**config.mk**
```make
export PLATFORM = sky130hd
export DESIGN_NAME = imem_loader_flat
export DESIGN_NICKNAME = d
export VERILOG_FILES = /design/src/rtl/imem_loader_if.sv /design/src/rtl/imem_loader.sv /design/src/flat_wrapper.sv
export SDC_FILE = /design/constraint.sdc
export NUM_CORES = 1
export LEC_CHECK = 0
export CAP_MARGIN = 15
export CORE_ASPECT_RATIO = 0.5
export CORE_MARGIN = 8
export CORE_UTILIZATION = 41
export DETAILED_ROUTE_END_ITERATION = 10
export PLACE_DENSITY = 0.68
export REMOVE_ABC_BUFFERS = 1
export SYNTH_ARGS = -nofsm -noshare
export SYNTH_HDL_FRONTEND = slang
export SYNTH_SLANG_ARGS = --single-unit
```
**constraint.sdc**
```tcl
create_clock -name clk -period 2.6 [get_ports clk]
set_input_delay 0.39 -clock clk [delete_from_list [all_inputs] [get_ports clk]]
set_output_delay 0.39 -clock clk [all_outputs]
set_load 0.01 [all_outputs]
```
**src/rtl/imem_loader_if.sv**
```systemverilog
// Byte-stream / instruction-memory write bundle for the program loader.
// The host side uses master; the loader itself uses slave.
interface imem_loader_if #(
  parameter int ADDR_W = 8
);
  logic              start;
  logic [7:0]        in_byte;
  logic              in_valid;
  logic              in_ready;
  logic              mem_we;
  logic [ADDR_W-1:0] mem_addr;
  logic [31:0]       mem_wdata;
  logic              busy;
  logic              done;
  logic              error;
  logic [15:0]       words_left;

  modport master (
    output start, in_byte, in_valid,
    input  in_ready, mem_we, mem_addr, mem_wdata, busy, done, error, words_left
  );

  modport slave (
    input  start, in_byte, in_valid,
    output in_ready, mem_we, mem_addr, mem_wdata, busy, done, error, words_left
  );
endinterface

```
**src/rtl/imem_loader.sv**
```systemverilog
// Loads a length-prefixed byte stream into instruction memory as little-endian 32-bit words.
// Frame: LEN_LO, LEN_HI (word count N), then 4*N data bytes; oversize frames are rejected.
module imem_loader #(
  parameter int DEPTH  = 148,
  parameter int ADDR_W = 8
) (
  input  logic          clk,
  input  logic          reset,
  imem_loader_if.slave  bus
);

  localparam int         WIDX_W    = ADDR_W - 2;
  localparam logic [15:0] MAX_WORDS = 16'(DEPTH / 4);

  typedef enum logic [2:0] {IDLE, LEN0, LEN1, DATA, DONE, ERR} state_t;

  state_t              state_q, state_d;
  logic [7:0]          len_lo_q, len_lo_d;
  logic [1:0]          byte_idx_q, byte_idx_d;
  logic [23:0]         shift_q, shift_d;
  logic [WIDX_W-1:0]   word_idx_q, word_idx_d;
  logic [15:0]         words_left_q, words_left_d;
  logic                mem_we_q, mem_we_d;
  logic [ADDR_W-1:0]   mem_addr_q, mem_addr_d;
  logic [31:0]         mem_wdata_q, mem_wdata_d;
  logic                in_ready_q, in_ready_d;
  logic                busy_q, busy_d;
  logic                done_q, done_d;
  logic                error_q, error_d;
  logic                take;
  logic [15:0]         len_word;

  always_comb begin
    state_d      = state_q;
    len_lo_d     = len_lo_q;
    byte_idx_d   = byte_idx_q;
    shift_d      = shift_q;
    word_idx_d   = word_idx_q;
    words_left_d = words_left_q;
    mem_we_d     = 1'b0;
    mem_addr_d   = mem_addr_q;
    mem_wdata_d  = mem_wdata_q;
    take         = bus.in_valid & in_ready_q;
    len_word     = {bus.in_byte, len_lo_q};

    unique case (state_q)
      IDLE, DONE, ERR: begin
        if (bus.start) begin
          state_d    = LEN0;
          word_idx_d = '0;
        end
      end
      LEN0: begin
        if (take) begin
          len_lo_d = bus.in_byte;
          state_d  = LEN1;
        end
      end
      LEN1: begin
        // The length check up front is what keeps every write address inside the memory.
        if (take) begin
          if (len_word == 16'd0) begin
            state_d = DONE;
          end else if (len_word > MAX_WORDS) begin
            state_d = ERR;
          end else begin
            state_d      = DATA;
            words_left_d = len_word;
            byte_idx_d   = 2'd0;
            word_idx_d   = '0;
          end
        end
      end
      DATA: begin
        // The write cycle stalls input; the frame finishes only after the last strobe.
        if (mem_we_q) begin
          if (words_left_q == 16'd0) begin
            state_d = DONE;
          end
        end else if (take) begin
          byte_idx_d = byte_idx_q + 2'd1;
          case (byte_idx_q)
            2'd0: shift_d[7:0]   = bus.in_byte;
            2'd1: shift_d[15:8]  = bus.in_byte;
            2'd2: shift_d[23:16] = bus.in_byte;
            2'd3: begin
              mem_we_d     = 1'b1;
              mem_addr_d   = {word_idx_q, 2'b00};
              mem_wdata_d  = {bus.in_byte, shift_q};
              word_idx_d   = word_idx_q + WIDX_W'(1);
              words_left_d = words_left_q - 16'd1;
            end
          endcase
        end
      end
      default: state_d = IDLE;
    endcase

    busy_d     = (state_d == LEN0) || (state_d == LEN1) || (state_d == DATA);
    in_ready_d = busy_d && !mem_we_d;
    done_d     = (state_d == DONE);
    error_d    = (state_d == ERR);
  end

  always_ff @(posedge clk) begin
    if (reset) begin
      state_q      <= IDLE;
      len_lo_q     <= '0;
      byte_idx_q   <= '0;
      shift_q      <= '0;
      word_idx_q   <= '0;
      words_left_q <= '0;
      mem_we_q     <= 1'b0;
      mem_addr_q   <= '0;
      mem_wdata_q  <= '0;
      in_ready_q   <= 1'b0;
      busy_q       <= 1'b0;
      done_q       <= 1'b0;
      error_q      <= 1'b0;
    end else begin
      state_q      <= state_d;
      len_lo_q     <= len_lo_d;
      byte_idx_q   <= byte_idx_d;
      shift_q      <= shift_d;
      word_idx_q   <= word_idx_d;
      words_left_q <= words_left_d;
      mem_we_q     <= mem_we_d;
      mem_addr_q   <= mem_addr_d;
      mem_wdata_q  <= mem_wdata_d;
      in_ready_q   <= in_ready_d;
      busy_q       <= busy_d;
      done_q       <= done_d;
      error_q      <= error_d;
    end
  end

  assign bus.in_ready   = in_ready_q;
  assign bus.mem_we     = mem_we_q;
  assign bus.mem_addr   = mem_addr_q;
  assign bus.mem_wdata  = mem_wdata_q;
  assign bus.busy       = busy_q;
  assign bus.done       = done_q;
  assign bus.error      = error_q;
  assign bus.words_left = words_left_q;

endmodule

```
**src/flat_wrapper.sv**
```systemverilog
// flat-port wrapper written by rule: the top's interface ports become plain ports
module imem_loader_flat 
#(
  parameter int DEPTH  = 148,
  parameter int ADDR_W = 8
)
  (clk, reset, bus_start, bus_in_byte, bus_in_valid, bus_in_ready, bus_mem_we, bus_mem_addr, bus_mem_wdata, bus_busy, bus_done, bus_error, bus_words_left);
  imem_loader_if #(.ADDR_W(ADDR_W)) bus_i ();
  input  logic clk;
  input  logic reset;
  input wire logic [$bits(bus_i.start)-1:0] bus_start;
  input wire logic [$bits(bus_i.in_byte)-1:0] bus_in_byte;
  input wire logic [$bits(bus_i.in_valid)-1:0] bus_in_valid;
  output wire logic [$bits(bus_i.in_ready)-1:0] bus_in_ready;
  output wire logic [$bits(bus_i.mem_we)-1:0] bus_mem_we;
  output wire logic [$bits(bus_i.mem_addr)-1:0] bus_mem_addr;
  output wire logic [$bits(bus_i.mem_wdata)-1:0] bus_mem_wdata;
  output wire logic [$bits(bus_i.busy)-1:0] bus_busy;
  output wire logic [$bits(bus_i.done)-1:0] bus_done;
  output wire logic [$bits(bus_i.error)-1:0] bus_error;
  output wire logic [$bits(bus_i.words_left)-1:0] bus_words_left;
  assign bus_i.start = bus_start;
  assign bus_i.in_byte = bus_in_byte;
  assign bus_i.in_valid = bus_in_valid;
  assign bus_in_ready = bus_i.in_ready;
  assign bus_mem_we = bus_i.mem_we;
  assign bus_mem_addr = bus_i.mem_addr;
  assign bus_mem_wdata = bus_i.mem_wdata;
  assign bus_busy = bus_i.busy;
  assign bus_done = bus_i.done;
  assign bus_error = bus_i.error;
  assign bus_words_left = bus_i.words_left;
  imem_loader #(.DEPTH(DEPTH), .ADDR_W(ADDR_W)) u_core (.clk(clk), .reset(reset), .bus(bus_i));
endmodule
```
==> metrics.csv, run 1 <==
metric,value,unit
met1Wirelength,5.58,mm
final_util,54.5,%
leakage,1.89,nW
grt_pass1_vias,3611,
dr_total_vias,4092,
dr_wl_met3,578,um
rsz0062_at_grt,false,
worst_slack,0.366,ns
antenna_found_initial,0,
grt_pass1_wl,18.5,mm
route.detailed.drc,0,
layout.nets,645,
combPwrFrac,6.6,%
period_share,85.9,%
port_buffers,70,
drt_wl_total,11.5,mm
grt_max_degree,40,
ant_nets,0,
clock_latency,0.34,ns
wl_per_cell,14.9,um
syn2layout_area_growth,28.4,%
hold_viol,0,
core_region_area,10300,um2
dpl_cell_area,5330,um2
worst_pin_slew,0.635,ns
clock_path_buffers,2,
cap_viol_max_count,0,
worstPathMaxFanout,29,
relSlewSlack,57.4,%
switchingPower,0.000751,W
synth_warnings,0,
avgSynthCellArea,7.87,um2
cts_hold_buf,0,
setup_violations,0,
diodes,0,
ys_async_sr_fraction,0,%
hold_class,input pin to flip-flop,
die_w,162,um
switching_share,24.2,%
netlist-cell-type-count,53,
pwr-share-seq,51.3,%
cts_resized,0,
start_kind,input pin,
total_power,0.00310,W
path_class,input pin to flip-flop,
die_h,89.1,um
synth_edf_count,0,
design_area,5620,um2
dieArea,14400,um2
hold_slack,0.361,ns
grtUsageTotal,15.8,%
cts_sinks,102,
synthCells,556,
synth_ff_type,dfxtp_1,
postCtsSetupBuffers,0,
powerDensity,552,nW/um2
rows,26,
grt.overflow.total,0,
gp_congestion,0.814,
crit_required,2.87,ns
syn_area,4380,um2
dr.pass1.iters,5,
ys_seq_area_share,46.7,%
post-route-min-period,2.23,ns
clkTransAtPathRegs,0.07,ns
layout_common_cells,"123 x nand2_1, 102 x dfxtp_1, 94 x a21oi_1",
cp-end-kind,flip-flop,
cts_root_buffer,clkbuf_16,
place_hpwl,7.94,mm
fmax,0.448,GHz
slew_viol_final,0,
initial_utilization,42.4,%
cts_tree,done,
status,"complete, no violations",
highest_layer,met4,
dr.first_iter.drc_count,309,
dp_slack,0.0149,ns
clkPwrFrac,42.1,%
cts_buffers,9,
pin_count,73,
finClkSkew,0.00894,ns
internal_power,0.00235,W
met2WireLength,5.19,mm
drive_above_1_share,11.2,%
vdd.ir_drop.worst,0.300,mV
synth_seq_cells,102,
vias_per_cell,5.30,
h-tree-depth,3,
worstPathArrival,2.50,ns
final_common_cell,nand2_1,
## stage by stage
stage,std cells,TNS (ns)
after floorplan,517,-80.73
after detailed placement,756,0
after CTS,772,0
final,772,0
after global placement,756,0
after global routing,772,0
## power groups by stage
stage,clock [W],combinational (W),sequential (W)
2_1_floorplan,0,0.0000804,0.00162
3_3_place_gp,0,0.000201,0.00162
3_5_place_dp,0,0.000202,0.00162
4_1_cts,0.00134,0.000204,0.00159
5_1_grt,0.00142,0.000220,0.00159
6_report,0.00131,0.000205,0.00159
## sequential cells by signal, summed over array words and instances (netlist names)
register / cells
u_core.len_lo_q: 8
u_core.bus.mem_addr: 6
u_core.state_q: 3
u_core.bus.mem_wdata: 32
u_core.bus.in_ready: 1
u_core.bus.done: 1
u_core.byte_idx_q: 2
u_core.bus.mem_we: 1
u_core.shift_q: 24
u_core.bus.words_left: 16
u_core.bus.busy: 1
u_core.word_idx_q: 6
u_core.bus.error: 1
## worst max-delay path: stages
cell             delay, ns
clkdlybuf4s50_1       0.42
nor4_1                0.37
buf_4                 0.19
nand4_1               0.14
nor3_2                0.20
o31ai_2               0.11
buf_12                0.18
or3_1                 0.34
a21oi_1               0.15
## final timing paths
check / start / to / slack (ns) / cells past startpoint
setup / recovery: bus_in_byte[1] / u_core.bus.words_left[0]$_SDFFE_PP0P_ / 0.37 / 9
hold / removal: reset / u_core.bus.mem_wdata[29]$_SDFFE_PP0P_ / 0.36 / 2
setup reg to reg: u_core.bus.words_left[1]$_SDFFE_PP0P_ / u_core.bus.done$_SDFF_PP0_ / 0.37 / 8
hold reg to reg: u_core.shift_q[19]$_SDFFE_PP0P_ / u_core.bus.mem_wdata[19]$_SDFFE_PP0P_ / 0.45 / 2
## layout make-up
class,count,area (um2)
Multi-Input combinational cell,409,2150
Clock inverter,6,51.3
Timing Repair Buffer,99,938
Clock buffer,10,239
Sequential cell,102,2040
Fill cell,973,4690
Inverter,6,22.5
Tap cell,140,175
## cell usage after synthesis (2+ instances only)
cell	number	area (um2)
and3b_1	3	26.3
clkbuf_1	26	97.6
nand2_1	123	462
nand3_1	25	125
inv_1	6	22.5
nor3_2	2	20.0
ha_1	6	75.1
nor2b_1	4	25.0
mux2i_1	9	90.1
buf_2	4	20.0
buf_4	2	15.0
a31oi_1	3	18.8
nor3_1	12	60.1
or2_2	11	68.8
nor3b_1	2	15.0
nor4_1	6	37.5
o21ai_0	17	85.1
and2_1	4	25.0
nor2_1	40	150
a311oi_1	5	43.8
a21oi_1	94	470
nand4_1	5	31.3
a211oi_1	2	15.0
o32ai_1	2	17.5
buf_1	6	22.5
dfxtp_1	102	2040
or4_1	2	15.0
and3_1	3	18.8
nand2b_1	6	37.5
## cell families after synthesis
group / share of synthesized area (%)
simple gates: 27.7
fa+ha+maj: 1.72
compound gates: 17.4
other cells: 0.0857
buf+inv: 4.43
mux: 2.06
flops: 46.7
## per-layer routing
metal  track usage [%]  up-vias
met5                 0        -
met3              3.49       12
li1                  -     2046
met1              20.9     1942
met2              25.4       92
met4              4.59        0
(Power assumes the default switching activity.)
==> run 2: changes to the inputs <==
--- a/config.mk
+++ b/config.mk
@@ -5,12 +5,12 @@
 export SDC_FILE = /design/constraint.sdc
 export NUM_CORES = 1
 export LEC_CHECK = 0
-export CAP_MARGIN = 15
+export CAP_MARGIN = 20
 export CORE_ASPECT_RATIO = 0.5
 export CORE_MARGIN = 8
 export CORE_UTILIZATION = 41
 export DETAILED_ROUTE_END_ITERATION = 10
-export PLACE_DENSITY = 0.68
+export PLACE_DENSITY_LB_ADDON = 0.05
 export REMOVE_ABC_BUFFERS = 1
 export SYNTH_ARGS = -nofsm -noshare
 export SYNTH_HDL_FRONTEND = slang
==> metrics.csv, run 2 (synthesized netlist as in run 1, its figures left out) <==
metric,value,unit,change
status,"complete, no violations",,unchanged
antenna_found_initial,0,,unchanged
port_buffers,70,,unchanged
largest_register_ff_count,32,,unchanged
crit_required,2.88,ns,was 2.87 ns
cts_hold_buf,0,,unchanged
drive_above_1_share,11.4,%,was 11.2%
grt_pass1_vias,3746,,was 3611
place_hpwl,8.35,mm,was 7.94 mm
powerDensity,580,nW/um2,was 552 nW/um2
start_kind,input pin,,unchanged
met2WireLength,5.17,mm,was 5.19 mm
layout_common_cells,"123 x nand2_1, 102 x dfxtp_1, 94 x a21oi_1",,unchanged
dr_wl_met3,676,um,was 578 um
dr.first_iter.drc_count,295,,was 309
grtUsageTotal,16.4,%,was 15.8%
clock_latency,0.35,ns,was 0.34 ns
dpl_cell_area,5330,um2,about the same
pin_count,73,,unchanged
worstPathArrival,2.61,ns,was 2.50 ns
total_power,0.00328,W,was 0.00310 W
cts_resized,0,,unchanged
dieArea,14400,um2,unchanged
layout.nets,646,,was 645
core_region_area,10300,um2,unchanged
rsz0062_at_grt,false,,unchanged
highest_layer,met4,,unchanged
slew_viol_final,0,,unchanged
fmax,0.430,GHz,was 0.448 GHz
path_class,input pin to flip-flop,,unchanged
setup_violations,0,,unchanged
grt_max_degree,46,,was 40
hold_class,flip-flop to flip-flop,,was input pin to flip-flop
post-route-min-period,2.32,ns,was 2.23 ns
die_w,162,um,unchanged
leakage,1.92,nW,was 1.89 nW
cts_tree,done,,unchanged
dr_total_vias,4033,,was 4092
final_common_cell,nand2_1,,unchanged
h-tree-depth,3,,unchanged
initial_utilization,42.4,%,unchanged
rows,26,,unchanged
vdd.ir_drop.worst,0.324,mV,was 0.300 mV
design_area,5660,um2,was 5620 um2
grt_pass1_wl,19.0,mm,was 18.5 mm
ant_nets,0,,unchanged
die_h,89.1,um,unchanged
period_share,89.4,%,was 85.9%
vias_per_cell,5.22,,was 5.30
wl_per_cell,15.5,um,was 14.9 um
cts_root_buffer,clkbuf_16,,unchanged
cp-end-kind,flip-flop,,unchanged
hold_viol,0,,unchanged
grt.overflow.total,0,,unchanged
cts_sinks,102,,unchanged
cts_buffers,9,,unchanged
postCtsSetupBuffers,0,,unchanged
syn2layout_area_growth,29.2,%,was 28.4%
worstPathMaxFanout,28,,was 29
met1Wirelength,6.03,mm,was 5.58 mm
diodes,0,,unchanged
fill_cells,1007,,was 973
dr.pass1.iters,4,,was 5
gp_congestion,0.800,,was 0.814
clkTransAtPathRegs,0.07,ns,about the same
cap_viol_max_count,0,,unchanged
drt_wl_total,12.0,mm,was 11.5 mm
clock_path_buffers,2,,unchanged
finClkSkew,0.00853,ns,was 0.00894 ns
route.detailed.drc,0,,unchanged
hold_slack,0.453,ns,was 0.361 ns
==> run 2: changes by cell type in the layout (fill, tap and decap cells not counted) <==
| cell | change |
|---|---|
| clkinv_4 | +2 |
| buf_4 | +3 |
| clkbuf_8 | -1 |
| buf_12 | -1 |
| buf_2 | -1 |
| bufinv_16 | +2 |
| inv_6 | -1 |
| clkinvlp_4 | -2 |
==> run 2: layer usage <==
metal / vias up / track usage, %
met5: - / 0
met2: 77 / 26.0
met1: 1896 / 22.2
met4: 0 / 4.17
li1: 2047 / -
met3: 13 / 4.09
==> run 2: worst max-delay path, stage by stage <==
cell,delay (ns)
clkdlybuf4s50_1,0.45
nor4_1,0.46
nand4_1,0.29
nor3_2,0.25
o31ai_2,0.11
buf_12,0.18
or3_1,0.34
a21oi_1,0.13
==> run 2: area by class of cell <==
type	count	area (um2)	share of cell area, %
inverters	6	22.5	0.398
well taps	140	175	3.10
multi-input cells	409	2150	38.0
repair buffers	100	936	16.5
clock inverters	7	105	1.86
clock buffers	9	225	3.98
flip-flops and latches	102	2040	36.1
==> run 2: report_power, final <==
part	internal [W]	switching, W	leakage [nW]	total (W)
registers	0.00157	0.0000158	0.822	0.00159
clock network	0.000857	0.000629	0.158	0.00149
logic	0.0000860	0.000120	0.936	0.000206
==> run 2: final timing paths <==
check / start / end / slack (ns) / cells past startpoint
worst max-delay path: bus_in_byte[7] / u_core.bus.words_left[0]$_SDFFE_PP0P_ / 0.28 / 8
worst min-delay path: u_core.bus.mem_addr[2]$_SDFFE_PP0P_ / u_core.bus.mem_addr[2]$_SDFFE_PP0P_ / 0.45 / 2
worst max register to register: u_core.len_lo_q[2]$_SDFFE_PP0P_ / u_core.bus.in_ready$_SDFF_PP0_ / 0.30 / 6
worst min register to register: u_core.bus.mem_addr[2]$_SDFFE_PP0P_ / u_core.bus.mem_addr[2]$_SDFFE_PP0P_ / 0.45 / 2
==> run 2: stage by stage <==
step	std cells	utilization, %	TNS [ns]	setup WS, ns
2_1_floorplan	517	-	-80.73	-1.54
3_3_place_gp	757	51.6	0	0.0347
3_5_place_dp	757	51.6	-0.0122	-0.0122
4_1_cts	773	54.8	0	0.322
5_1_grt	773	54.8	0	0.169
6_report	773	54.8	0	0.275
